File: config.mk
export PLATFORM = sky130hd
export DESIGN_NAME = ps2_keycode_decoder_flat
export DESIGN_NICKNAME = d
export VERILOG_FILES = /design/src/rtl/ps2_keycode_decoder_if.sv /design/src/rtl/ps2_keycode_decoder.sv /design/src/flat_wrapper.sv
export SDC_FILE = /design/constraint.sdc
export NUM_CORES = 1
export LEC_CHECK = 0
export CAP_MARGIN = 25
export CELL_PAD_IN_SITES_DETAIL_PLACEMENT = 1
export CELL_PAD_IN_SITES_GLOBAL_PLACEMENT = 1
export CORE_MARGIN = 2
export CORE_UTILIZATION = 40
export CTS_CLUSTER_SIZE = 24
export DETAILED_ROUTE_END_ITERATION = 8
export GPL_ROUTABILITY_DRIVEN = 0
export PLACE_DENSITY_LB_ADDON = 0.15
export SLEW_MARGIN = 20
export SYNTH_ARGS = -nofsm -noshare
export SYNTH_HDL_FRONTEND = slang
export SYNTH_SLANG_ARGS = --single-unit
File: constraint.sdc
create_clock -name clk -period 2.08 [get_ports clk]
set_input_delay 0.416 -clock clk [delete_from_list [all_inputs] [get_ports clk]]
set_output_delay 0.416 -clock clk [all_outputs]
set_load 0.05 [all_outputs]
File: src/rtl/ps2_keycode_decoder_if.sv
// Bundles the PS/2 line inputs and the decoded key event outputs of ps2_keycode_decoder.
// dbg_state exposes the frame FSM state for checkers.
interface ps2_keycode_decoder_if;
  logic       ps2_clk;
  logic       ps2_dat;
  logic [7:0] keycode;
  logic       key_make;
  logic       key_ext;
  logic       key_valid;
  logic       rx_error;
  logic [1:0] dbg_state;

  // key_valid is a one-cycle strobe with no ready: the consumer must take the
  // event in that cycle, or latch keycode/key_make/key_ext later since they hold.
  modport master (
    input  ps2_clk, ps2_dat,
    output keycode, key_make, key_ext, key_valid, rx_error, dbg_state
  );

  modport slave (
    output ps2_clk, ps2_dat,
    input  keycode, key_make, key_ext, key_valid, rx_error, dbg_state
  );
endinterface

File: src/rtl/ps2_keycode_decoder.sv
// PS/2 keyboard receiver: sync, clock filter, 11-bit frame FSM, E0/F0 prefix folding.
// Optional macro PS2_TYPEMATIC_FILTER_EN suppresses auto-repeat makes of the held key.
module ps2_keycode_decoder #(
  parameter int FILTER_LEN     = 8,
  parameter int TIMEOUT_CYCLES = 10_000
) (
  input  logic                  clk,
  input  logic                  reset,
  ps2_keycode_decoder_if.master bus
);
  localparam int FW = $clog2(FILTER_LEN + 1);
  localparam int TW = $clog2(TIMEOUT_CYCLES + 1);

  typedef enum logic [1:0] {IDLE = 2'd0, DATA = 2'd1, PARITY = 2'd2, STOP = 2'd3} state_t;

  state_t         state, next_state;
  logic           clk_s1, clk_s2, dat_s1, dat_s2;
  logic [FW-1:0]  filt_cnt;
  logic           clk_filt, clk_filt_d, fall;
  logic [TW-1:0]  tmo_cnt;
  logic           timeout;
  logic [2:0]     bit_cnt;
  logic [7:0]     shreg, byte_q;
  logic           par_bit;
  logic           shift_en, par_en, stop_en, stop_good;
  logic           byte_rdy, err_p;
  logic           ext_pend, brk_pend;

  always_ff @(posedge clk) begin
    if (reset) begin
      clk_s1 <= 1'b1; clk_s2 <= 1'b1;
      dat_s1 <= 1'b1; dat_s2 <= 1'b1;
    end else begin
      clk_s1 <= bus.ps2_clk; clk_s2 <= clk_s1;
      dat_s1 <= bus.ps2_dat; dat_s2 <= dat_s1;
    end
  end

  // Filtered clock only follows clk_s2 after FILTER_LEN stable cycles.
  always_ff @(posedge clk) begin
    if (reset) begin
      filt_cnt   <= '0;
      clk_filt   <= 1'b1;
      clk_filt_d <= 1'b1;
    end else begin
      clk_filt_d <= clk_filt;
      if (clk_s2 == clk_filt) begin
        filt_cnt <= '0;
      end else if (filt_cnt == FW'(FILTER_LEN - 1)) begin
        clk_filt <= clk_s2;
        filt_cnt <= '0;
      end else begin
        filt_cnt <= filt_cnt + 1'b1;
      end
    end
  end

  assign fall    = clk_filt_d & ~clk_filt;
  assign timeout = (state != IDLE) && (tmo_cnt == TW'(TIMEOUT_CYCLES));

  always_ff @(posedge clk) begin
    if (reset || fall || state == IDLE) tmo_cnt <= '0;
    else if (!timeout)                  tmo_cnt <= tmo_cnt + 1'b1;
  end

  always_ff @(posedge clk) begin
    if (reset) state <= IDLE;
    else       state <= next_state;
  end

  always_comb begin
    next_state = state;
    case (state)
      IDLE:   if (fall && !dat_s2)                   next_state = DATA;
      DATA:   if (shift_en && bit_cnt == 3'd7)       next_state = PARITY;
      PARITY: if (par_en)                            next_state = STOP;
      STOP:   if (stop_en)                           next_state = IDLE;
      default:                                       next_state = IDLE;
    endcase
    if (timeout) next_state = IDLE;
  end

  always_comb begin
    shift_en  = (state == DATA)   && fall && !timeout;
    par_en    = (state == PARITY) && fall && !timeout;
    stop_en   = (state == STOP)   && fall && !timeout;
    stop_good = dat_s2 && (^{shreg, par_bit});
  end

  assign bus.dbg_state = state;

  always_ff @(posedge clk) begin
    if (reset) begin
      bit_cnt  <= '0;
      shreg    <= '0;
      par_bit  <= 1'b0;
      byte_q   <= '0;
      byte_rdy <= 1'b0;
      err_p    <= 1'b0;
    end else begin
      if (state == IDLE && fall && !dat_s2) bit_cnt <= '0;
      if (shift_en) begin
        shreg   <= {dat_s2, shreg[7:1]};
        bit_cnt <= bit_cnt + 1'b1;
      end
      if (par_en)  par_bit <= dat_s2;
      if (stop_en) byte_q  <= shreg;
      byte_rdy <= stop_en && stop_good;
      err_p    <= stop_en && !stop_good;
    end
  end

`ifdef PS2_TYPEMATIC_FILTER_EN
  logic [8:0] held;
  logic       held_vld, held_match, repeat_make;
  assign held_match  = held_vld && (held == {ext_pend, byte_q});
  assign repeat_make = !brk_pend && held_match;
`endif

  always_ff @(posedge clk) begin
    if (reset) begin
      bus.keycode   <= '0;
      bus.key_make  <= 1'b0;
      bus.key_ext   <= 1'b0;
      bus.key_valid <= 1'b0;
      bus.rx_error  <= 1'b0;
      ext_pend      <= 1'b0;
      brk_pend      <= 1'b0;
`ifdef PS2_TYPEMATIC_FILTER_EN
      held          <= '0;
      held_vld      <= 1'b0;
`endif
    end else begin
      bus.key_valid <= 1'b0;
      bus.rx_error  <= err_p | timeout;
      if (err_p || timeout) begin
        ext_pend <= 1'b0;
        brk_pend <= 1'b0;
`ifdef PS2_TYPEMATIC_FILTER_EN
        held_vld <= 1'b0;
`endif
      end else if (byte_rdy) begin
        if (byte_q == 8'hE0) begin
          ext_pend <= 1'b1;
        end else if (byte_q == 8'hF0) begin
          brk_pend <= 1'b1;
        end else begin
          ext_pend <= 1'b0;
          brk_pend <= 1'b0;
`ifdef PS2_TYPEMATIC_FILTER_EN
          if (!repeat_make) begin
            bus.keycode   <= byte_q;
            bus.key_make  <= ~brk_pend;
            bus.key_ext   <= ext_pend;
            bus.key_valid <= 1'b1;
          end
          if (!brk_pend && !repeat_make) begin
            held     <= {ext_pend, byte_q};
            held_vld <= 1'b1;
          end else if (brk_pend && held_match) begin
            held_vld <= 1'b0;
          end
`else
          bus.keycode   <= byte_q;
          bus.key_make  <= ~brk_pend;
          bus.key_ext   <= ext_pend;
          bus.key_valid <= 1'b1;
`endif
        end
      end
    end
  end
endmodule

File: src/flat_wrapper.sv
// flat-port wrapper written by rule: the top's interface ports become plain ports
module ps2_keycode_decoder_flat 
#(
  parameter int FILTER_LEN     = 8,
  parameter int TIMEOUT_CYCLES = 10_000
)
  (clk, reset, bus_ps2_clk, bus_ps2_dat, bus_keycode, bus_key_make, bus_key_ext, bus_key_valid, bus_rx_error, bus_dbg_state);
  ps2_keycode_decoder_if bus_i ();
  input  logic clk;
  input  logic reset;
  input wire logic [$bits(bus_i.ps2_clk)-1:0] bus_ps2_clk;
  input wire logic [$bits(bus_i.ps2_dat)-1:0] bus_ps2_dat;
  output wire logic [$bits(bus_i.keycode)-1:0] bus_keycode;
  output wire logic [$bits(bus_i.key_make)-1:0] bus_key_make;
  output wire logic [$bits(bus_i.key_ext)-1:0] bus_key_ext;
  output wire logic [$bits(bus_i.key_valid)-1:0] bus_key_valid;
  output wire logic [$bits(bus_i.rx_error)-1:0] bus_rx_error;
  output wire logic [$bits(bus_i.dbg_state)-1:0] bus_dbg_state;
  assign bus_i.ps2_clk = bus_ps2_clk;
  assign bus_i.ps2_dat = bus_ps2_dat;
  assign bus_keycode = bus_i.keycode;
  assign bus_key_make = bus_i.key_make;
  assign bus_key_ext = bus_i.key_ext;
  assign bus_key_valid = bus_i.key_valid;
  assign bus_rx_error = bus_i.rx_error;
  assign bus_dbg_state = bus_i.dbg_state;
  ps2_keycode_decoder #(.FILTER_LEN(FILTER_LEN), .TIMEOUT_CYCLES(TIMEOUT_CYCLES)) u_core (.clk(clk), .reset(reset), .bus(bus_i));
endmodule
# == Word-level counts from Yosys, hierarchy flattened ==
# Cells that the tools add are included.
# word_totals
ram_bits,0
rom_bits,0
in_bits,4
output_inout_bits,14
register_bits,62
latch_bits,0
memories,0
# classes
addsub,3
n_eq_ne,14
bitwise_logic,9
mux,11
n_reduce_logical,33
shifts,0
magnitude_cmp,0
multipliers,0
div,0
# op_table
operator,n
"8-bit equality test, second input constant",2
"14-bit by 1-bit adder with 14-bit output, second input constant",1
"14-bit equality test, second input constant",1
1-bit logical AND,14
9-bit XOR reduction,1
2-bit two-way mux,4
"2-bit by 1-bit inequality test with 1-bit output, second input constant",4
2-bit one-hot mux with 4 select lines,1
4-bit AND reduction,2
1-bit NOT,7
3-bit two-way mux,2
2-bit AND reduction,3
"4-bit by 1-bit adder with 4-bit output, second input constant",1
"2-bit equality test, second input constant",2
"4-bit by 3-bit equality test with 1-bit output, second input constant",1
1-bit two-way mux,4
2-bit nonzero test,2
2-bit OR reduction,2
4-bit OR reduction,1
"3-bit by 1-bit adder with 3-bit output, second input constant",1
"3-bit equality test, second input constant",1
1-bit logical NOT,3
1-bit logical OR,3
3-bit OR reduction,1
other kinds (6),6

# == Depth between registers and ports, before layout ==
# Gate-level depths: netlist of run 1.
# depth
ltp_word,7
depth_mapped,7
mapped_depth_nobuf,6

# == Worst setup path before layout of run 1 ==
# No wires, ideal clock.
# synth_path
path_kind,reg2reg
from,register u_core.state[0] (netlist: u_core.bus.dbg_state[0])
to,register u_core.byte_q[2]
synth_period_minus_slack_ns,2.387
path_stages_with_launch,8
arrival_ns,2.255
path_slack_ns,-0.307
path_buffers,1
required_time_ns,1.948
path_cell_list,dfxtp_1 -> inv_1 -> ha_1 -> or3b_2 -> o41a_1 -> clkbuf_1 -> nand3_1 -> a21oi_1
# synth_via
elab_chain_cells,4
elab_cells_between_ends,6
# synth_rtl
item,line,source
from (decl),ps2_keycode_decoder.sv:16,"state_t state, next_state;"
from (signal assigned),ps2_keycode_decoder.sv:68,else state <= next_state;
2-bit nonzero test,ps2_keycode_decoder.sv:59,assign timeout = (state != IDLE) && (tmo_cnt == TW'(TIMEOUT_CYCLES));
1-bit logical AND,ps2_keycode_decoder.sv:59,
1-bit logical NOT,-,
1-bit logical AND *,ps2_keycode_decoder.sv:86,stop_en = (state == STOP) && fall && !timeout;
to (signal assigned),ps2_keycode_decoder.sv:107,if (stop_en) byte_q <= shreg;
to (decl),ps2_keycode_decoder.sv:23,"logic [7:0] shreg, byte_q;"
# Every way passes the cells marked *; elsewhere a longest branch is shown, timed or not.
# A chain may end at the register's enable or synchronous reset.

# == Worst setup path in the final report of run 1 ==
# layout_path
from,register u_core.state[0] (netlist: u_core.bus.dbg_state[0])
to,register u_core.shreg[3]
# layout_via
elab_chain_cells,4
elab_cells_between_ends,6
# layout_rtl
item,line,source
2-bit nonzero test,ps2_keycode_decoder.sv:59,
1-bit logical AND,ps2_keycode_decoder.sv:59,
1-bit logical NOT,-,
1-bit logical AND *,ps2_keycode_decoder.sv:84,shift_en = (state == DATA) && fall && !timeout;
to (signal assigned),ps2_keycode_decoder.sv:103,"shreg <= {dat_s2, shreg[7:1]};"
to (decl),ps2_keycode_decoder.sv:23,
# Marked as above.

==> results.md, run 1 <==
* Status: finished, final reports clean
* Combinational power share at 0.014
* Fillers at approximately 800
* Int Pwr at between 0.0015 and 0.002 W
* Fmax achieved at approximately 500 MHz
* GRT met2 Usage at 0.299
* Worst-Margin Slew at 0.579 ns
* I/O Buffers at 17
* Share of layout cells above drive strength 1 at 0.168
* First-pass GRT wire length at between 10 and 15 mm
* Multi-input gate area at 1390 sq um
* Vias in the first global route at ~2300
* Drt drc at 0
* CTS sink count at between 60 and 70
* Die Width at 87.0 um
* Die area at approximately 7600 sq um
* Max-slew violations at 0
* Sequential Area at around 1200 sq um
* Switching part of the total at 0.222
* Top cell type by total area after synthesis: dfxtp_1
* CTS max path bufs at 2
* Depth of the CTS H-tree at 3
* Post-Synthesis Cells at ~310
* Synth top area share at 0.450
* CTS tree: built
* WL/cell at around 15 um
* Via density at ~5.4
* Diode count at 0
* Row Count at 30
* Register area share after synthesis at 0.450
* Post-Syn Nets at 319
* Most numerous cell in the Yosys netlist: dfxtp_1
* NumNets Final at about 350
* Unrepaired setup endpoints after global routing: true
* Initial Util at 0.410
* Seq pwr share at 0.536
* Grt met3 use at 0.0341
* # hold bufs at CTS at 0
* Main synth FF type: dfxtp_1
* Asr flop ratio synth at 0
* CP endpoint kind: flop
* Tot GR Track Use at 0.178
* Clk pin slew, worst setup/hold paths at approximately 0.070 ns
* Avg Cell Area, Syn at ~9 sq um
* Worst EP arrival at approximately 2.3 ns
* Max Cap Viol at 0
* Largest net degree at the start of global routing at 22
* Final Non-Filler Cells at 426
* GR peak layer: met2
* Synth Warn # at 0
* Slew margin rel. at 0.609
* Core Footprint at about 6700 sq um
* CTS root buffer: clkbuf_8
* Die Y at about 87 um
* DP HPWL at 4.50 mm
* First-pass DRT Iterations at 4
* VDD IR-drop max at a little under 300 uV
* DP Worst Slack at between 0.04 and 0.05 ns
* Period minus WS final at about 2 ns
* GRT overflow at 0
* Clock Power Share at 0.450
* EDFF count, synth at 0
* Total number of vias at between 2000 and 2500
* Worst-path fanout max at 10
* Critical path class: flop to flop
* Worst Skew at 0.00875 ns
* Number of routed nets with antenna violations at 0
* Initial antenna violation count at 0
* Mapped Area at between 2000 and 3000 sq um
* Distinct cell type count after synthesis at 40
* Critical Path RT at roughly 2.4 ns
* Commonest cells post-synth: dfxtp_1, a21oi_1, nand3_1
* Final period utilization at 0.968
* Final setup fails at 0
* Leak Pwr at ~1.2 nW
* Final Hold Vio Count at 0
* Area contributors post-synth: dfxtp_1, a21oi_1, nand3_1, o21ai_0, ha_1
* Met1 GRT Util at 0.227
* Final WL at approximately 6.4 mm
* Tot Pwr at 0.00222 W
* Switch Pwr at between 0.0004 and 0.0005 W
* Cell total after placement at approximately 400
* Setup crit start kind: flop
* PwrDens at about 660 nW/um^2
* DRT iter0 DRCs at 40
* IO Count at 18
* Num CTS Buffers at 9
* Final WS setup at 0.0674 ns
* HP Class: flop to flop
* Worst-Skew Late Latency at around 0.34 ns
* FF+latch count, synth at 62
* Hold WS at approximately 0.42 ns
* Area Growth Syn to Fin at 21.9%
state kept, by name, summed over array words and instances (netlist names):
name and flops:
u_core.bit_cnt 3, u_core.bus.key_ext 1, u_core.byte_q 8, u_core.byte_rdy 1, u_core.filt_cnt 4, u_core.dat_s1 1
u_core.brk_pend 1, u_core.clk_s2 1, u_core.bus.rx_error 1, u_core.clk_filt_d 1, u_core.bus.key_make 1, u_core.err_p 1
u_core.par_bit 1, u_core.clk_s1 1, u_core.bus.keycode 8, u_core.ext_pend 1, u_core.tmo_cnt 14, u_core.bus.dbg_state 2
u_core.shreg 8, u_core.bus.key_valid 1, u_core.clk_filt 1, u_core.dat_s2 1
routing by layer:
| layer | share of wire | wire length [um] |
|---|---|---|
| met2 | 0.49 | 3130 |
| met1 | 0.47 | 3010 |
| met3 | 0.025 | 158 |
| met5 | 0 | 0 |
| met4 | 0.014 | 91 |
cell families (layout without fill, tap and decap cells):
family | Yosys count | after routing | synth area share
flip-flops | 62 | 62 | 0.450
XOR/XNOR | 20 | 20 | 0.0735
AO/OA/AOI/OAI | 76 | 76 | 0.162
multiplexers | 4 | 4 | 0.0145
AND/OR/NAND/NOR | 106 | 106 | 0.211
buffers and inverters | 29 | 69 | 0.0476
adder cells (fa/ha/maj) | 9 | 9 | 0.0408
worst paths after layout:
kind | cells past startpoint | slack (ns) | from | to
setup / recovery | 8 | 0.07 | u_core.bus.dbg_state[0] | u_core.shreg[3]
hold / removal | 1 | 0.42 | u_core.dat_s1 | u_core.dat_s2
setup reg to reg | 8 | 0.07 | u_core.bus.dbg_state[0] | u_core.shreg[3]
hold reg to reg | 1 | 0.42 | u_core.dat_s1 | u_core.dat_s2
cell usage in the layout (no fill, tap or decap), types with 2 or more instances in the layout:
cell             count
a21oi_1             33
a41oi_1              2
and2_1               2
and3_1               2
and4_1               2
buf_12               2
buf_4               22
buf_6                2
clkbuf_8            12
clkdlybuf4s50_1     17
clkinv_2             2
dfxtp_1             60
dfxtp_4              2
ha_1                 8
inv_1                8
inv_2                2
mux2i_1              4
nand2_1             11
nand3_1             33
nand4_1              5
nor2_1              20
nor2b_1              5
nor3_1               3
nor3b_1              2
nor4bb_1             2
o21ai_0             22
o21ai_1             10
o41a_1               2
o41ai_1              2
or2_2                6
or3_1                6
xnor2_1              6
xnor3_1              2
xor2_1              12
layout make-up:
| class | instances | share of cell area |
|---|---|---|
| clock buffer | 13 | 0.0503 |
| clock inverter | 3 | 0.00521 |
| inverter | 10 | 0.0112 |
| multi-input combinational | 215 | 0.414 |
| sequential | 62 | 0.372 |
| tap | 80 | 0.0298 |
| timing repair buffer | 43 | 0.118 |
power by group through the flow:
stage / logic (W) / clock network (W) / registers (W)
final: 0.0000322 / 0.00100 / 0.00119
after global routing: 0.0000362 / 0.00108 / 0.00119
after CTS: 0.0000329 / 0.00103 / 0.00119
after detailed placement: 0.0000329 / 0 / 0.00122
after global placement: 0.0000322 / 0 / 0.00122
after floorplan: 0.0000184 / 0 / 0.00122
stage by stage:
step / instance area, sq um / utilization / TNS [ns]
2_1_floorplan: 2770 / - / -0.142
6_report: 3360 / 0.500 / 0
3_5_place_dp: 3120 / 0.464 / 0
3_3_place_gp: 3120 / 0.464 / 0
5_1_grt: 3360 / 0.500 / -0.236
4_1_cts: 3300 / 0.492 / 0
repair_timing:
action / in CTS / in global routing
resized for setup: 0 / 10
buffers inserted: 0 / 4
setup endpoints to repair: 0 / 21
worst max-delay path: stages, from the launching register on:
cell     delay (ns)
dfxtp_4        0.36
inv_1          0.06
ha_2           0.18
or3b_4         0.43
o41ai_4        0.37
buf_4          0.19
buf_6          0.14
o21ai_0        0.08
a21oi_1        0.14
Note: power is estimated with default switching activity, not from simulation.
==> run 2: changes to the inputs <==
--- a/config.mk
+++ b/config.mk
@@ -5,6 +5,7 @@
 export SDC_FILE = /design/constraint.sdc
 export NUM_CORES = 1
 export LEC_CHECK = 0
+export ABC_AREA = 0
 export CAP_MARGIN = 25
 export CELL_PAD_IN_SITES_DETAIL_PLACEMENT = 1
 export CELL_PAD_IN_SITES_GLOBAL_PLACEMENT = 1
==> results of run 2 <==
Final layout, timing and power as in run 1 (identical DEF).
==> run 3: changes to the inputs <==
--- a/config.mk
+++ b/config.mk
@@ -15,6 +15,7 @@
 export DETAILED_ROUTE_END_ITERATION = 8
 export GPL_ROUTABILITY_DRIVEN = 0
 export PLACE_DENSITY_LB_ADDON = 0.15
+export SETUP_SLACK_MARGIN = 0.1
 export SLEW_MARGIN = 20
 export SYNTH_ARGS = -nofsm -noshare
 export SYNTH_HDL_FRONTEND = slang
==> results.md, run 3 (same netlist as run 1, synthesis figures left out) <==
* Status: finished, final reports clean
* CTS tree: built
* Critical Path RT at 2.30 ns
* First-pass GRT wire length at about 10 mm
* Initial Util at 0.410
* WL/cell at 15.0 um
* VDD IR-drop max at between 200 and 300 uV
* Worst path top cell family by delay: simple AND/OR/NAND/NOR gates
* Tot GR Track Use at 0.175
* DP HPWL at 4.28 mm
* Critical-path top delay cell: or3b_4
* PwrDens at about 630 nW/um^2
* CP endpoint kind: flop
* Worst Skew at around 0.007 ns
* Vias in the first global route at 2210
* Final WL at between 6 and 7 mm
* Die Y at 87.0 um
* Fmax achieved at ~500 MHz
* CTS root buffer: clkbuf_8
* Max Cap Viol at 0
* Largest Register: u_core.tmo_cnt
* # hold bufs at CTS at 0
* Num CTS Buffers at 9
* Die Width at between 80 and 90 um
* Clk pin slew, worst setup/hold paths at roughly 0.06 ns
* Row Count at 30
* Max FFs per register at 14
* Leak Pwr at 1.17 nW
* Worst-Skew Late Latency at between 0.3 and 0.4 ns
* Core Footprint at around 6700 sq um
* Worst-Margin Slew at ~0.53 ns
* Unrepaired setup endpoints after global routing: true
* Largest net degree at the start of global routing at 22
* GRT overflow at 0
* Total number of vias at roughly 2300
* Worst path max stage delay at between 0.4 and 0.5 ns
* Final period utilization at 0.957
* Cell Area, Placed at around 3000 sq um
* Post-route cell area at 3320 sq um
* Initial antenna violation count at 0
* Area Growth Syn to Fin at 20.5%
* Worst EP arrival at ~2.2 ns
* I/O Buffers at 17
* Commonest cells after routing, fill and taps aside: dfxtp_1, nand3_1, a21oi_1
* Setup crit start kind: flop
* Leading cell type in the layout, fill and taps excluded: dfxtp_1
* CTS sink count at just over 60
* IO Count at 18
* Worst Path Buf+Inv at 3
* CTS max path bufs at 2
* Diode count at 0
* Setup TNS at 0 ns
* DRT iter0 DRCs at around 110
* Depth of the CTS H-tree at 3
* HP Class: flop to flop
* Share of layout cells above drive strength 1 at 0.176
* Number of routed nets with antenna violations at 0
* Period minus WS final at 1.99 ns
* Critical path class: flop to flop
* CP cell instances: inv_4 > ha_4 > or3b_4 > o41ai_4 > buf_4 > a221oi_2 > buf_4 > mux2i_1
* Max-slew violations at 0
* Via density at roughly 5.5
* Slew margin rel. at 0.643
* Drt drc at 0
* First-pass DRT Iterations at 4
* Die area at around 7600 sq um
* CP most frequent cell: buf_4
* Final Hold Vio Count at 0
* Worst-path fanout max at 5
* NumNets Final at between 300 and 400
* Final setup fails at 0
==> run 3: changes by cell type in the layout (fill, tap and decap cells not counted), moves of 2 or more <==
cell / change
o21ai_0: -4
buf_4: -3
clkbuf_8: -3
inv_4: +2
buf_12: -2
clkinv_2: +2
o21ai_2: +3
==> run 3: repair_timing <==
item	in CTS	in global routing
resized for setup	0	25
setup endpoints to repair	0	33
setup buffers	0	3
==> run 3: layout make-up <==
type	instances	area, sq um
Fill cell	791	3400
Clock inverter	5	26.3
Tap cell	80	100
Clock buffer	10	128
Timing Repair Buffer	39	350
Inverter	10	40.0
Sequential cell	62	1250
Multi-Input combinational cell	215	1430
==> run 3: stage by stage <==
stage | util | hold WS [ns] | setup WS [ns] | instances | total power [W]
after floorplan | - | 0.389 | 0.132 | 306 | 0.00124
after global placement | 0.457 | 0.396 | 0.195 | 401 | 0.00125
after detailed placement | 0.457 | 0.403 | 0.135 | 401 | 0.00125
after CTS | 0.480 | 0.418 | 0.115 | 416 | 0.00213
after global routing | 0.495 | 0.440 | 0.0362 | 421 | 0.00218
final | 0.495 | 0.417 | 0.0891 | 421 | 0.00210
==> run 3: report_power, final <==
part	switching [W]	total, W	internal (W)
sequential	0.00000270	0.00119	0.00119
clock	0.000457	0.000874	0.000417
combinational	0.0000186	0.0000322	0.0000136
==> run 3: worst register-to-register path, cell delays in order, from the launching register on <==
cell	delay, ns
dfxtp_4	0.38
inv_4	0.05
ha_4	0.15
or3b_4	0.42
o41ai_4	0.35
buf_4	0.20
a221oi_2	0.07
buf_4	0.15
mux2i_1	0.10
==> run 3: final timing paths <==
check | start | end | slack, ns | cells past startpoint
hold / removal | u_core.dat_s1 | u_core.dat_s2 | 0.42 | 1
hold reg to reg | u_core.dat_s1 | u_core.dat_s2 | 0.42 | 1
setup / recovery | u_core.bus.dbg_state[1] | u_core.bus.dbg_state[0] | 0.09 | 8
setup reg to reg | u_core.bus.dbg_state[1] | u_core.bus.dbg_state[0] | 0.09 | 8
==> run 3: layer usage <==
| layer | wire length, um | share of wire | vias to the layer above | track usage |
|---|---|---|---|---|
| li1 | - | - | 1147 | - |
| met1 | 3150 | 0.50 | 1117 | 0.229 |
| met2 | 2920 | 0.46 | 24 | 0.276 |
| met3 | 176 | 0.028 | 10 | 0.0455 |
| met4 | 83 | 0.013 | 0 | 0.0639 |
| met5 | 0 | 0 | - | 0 |
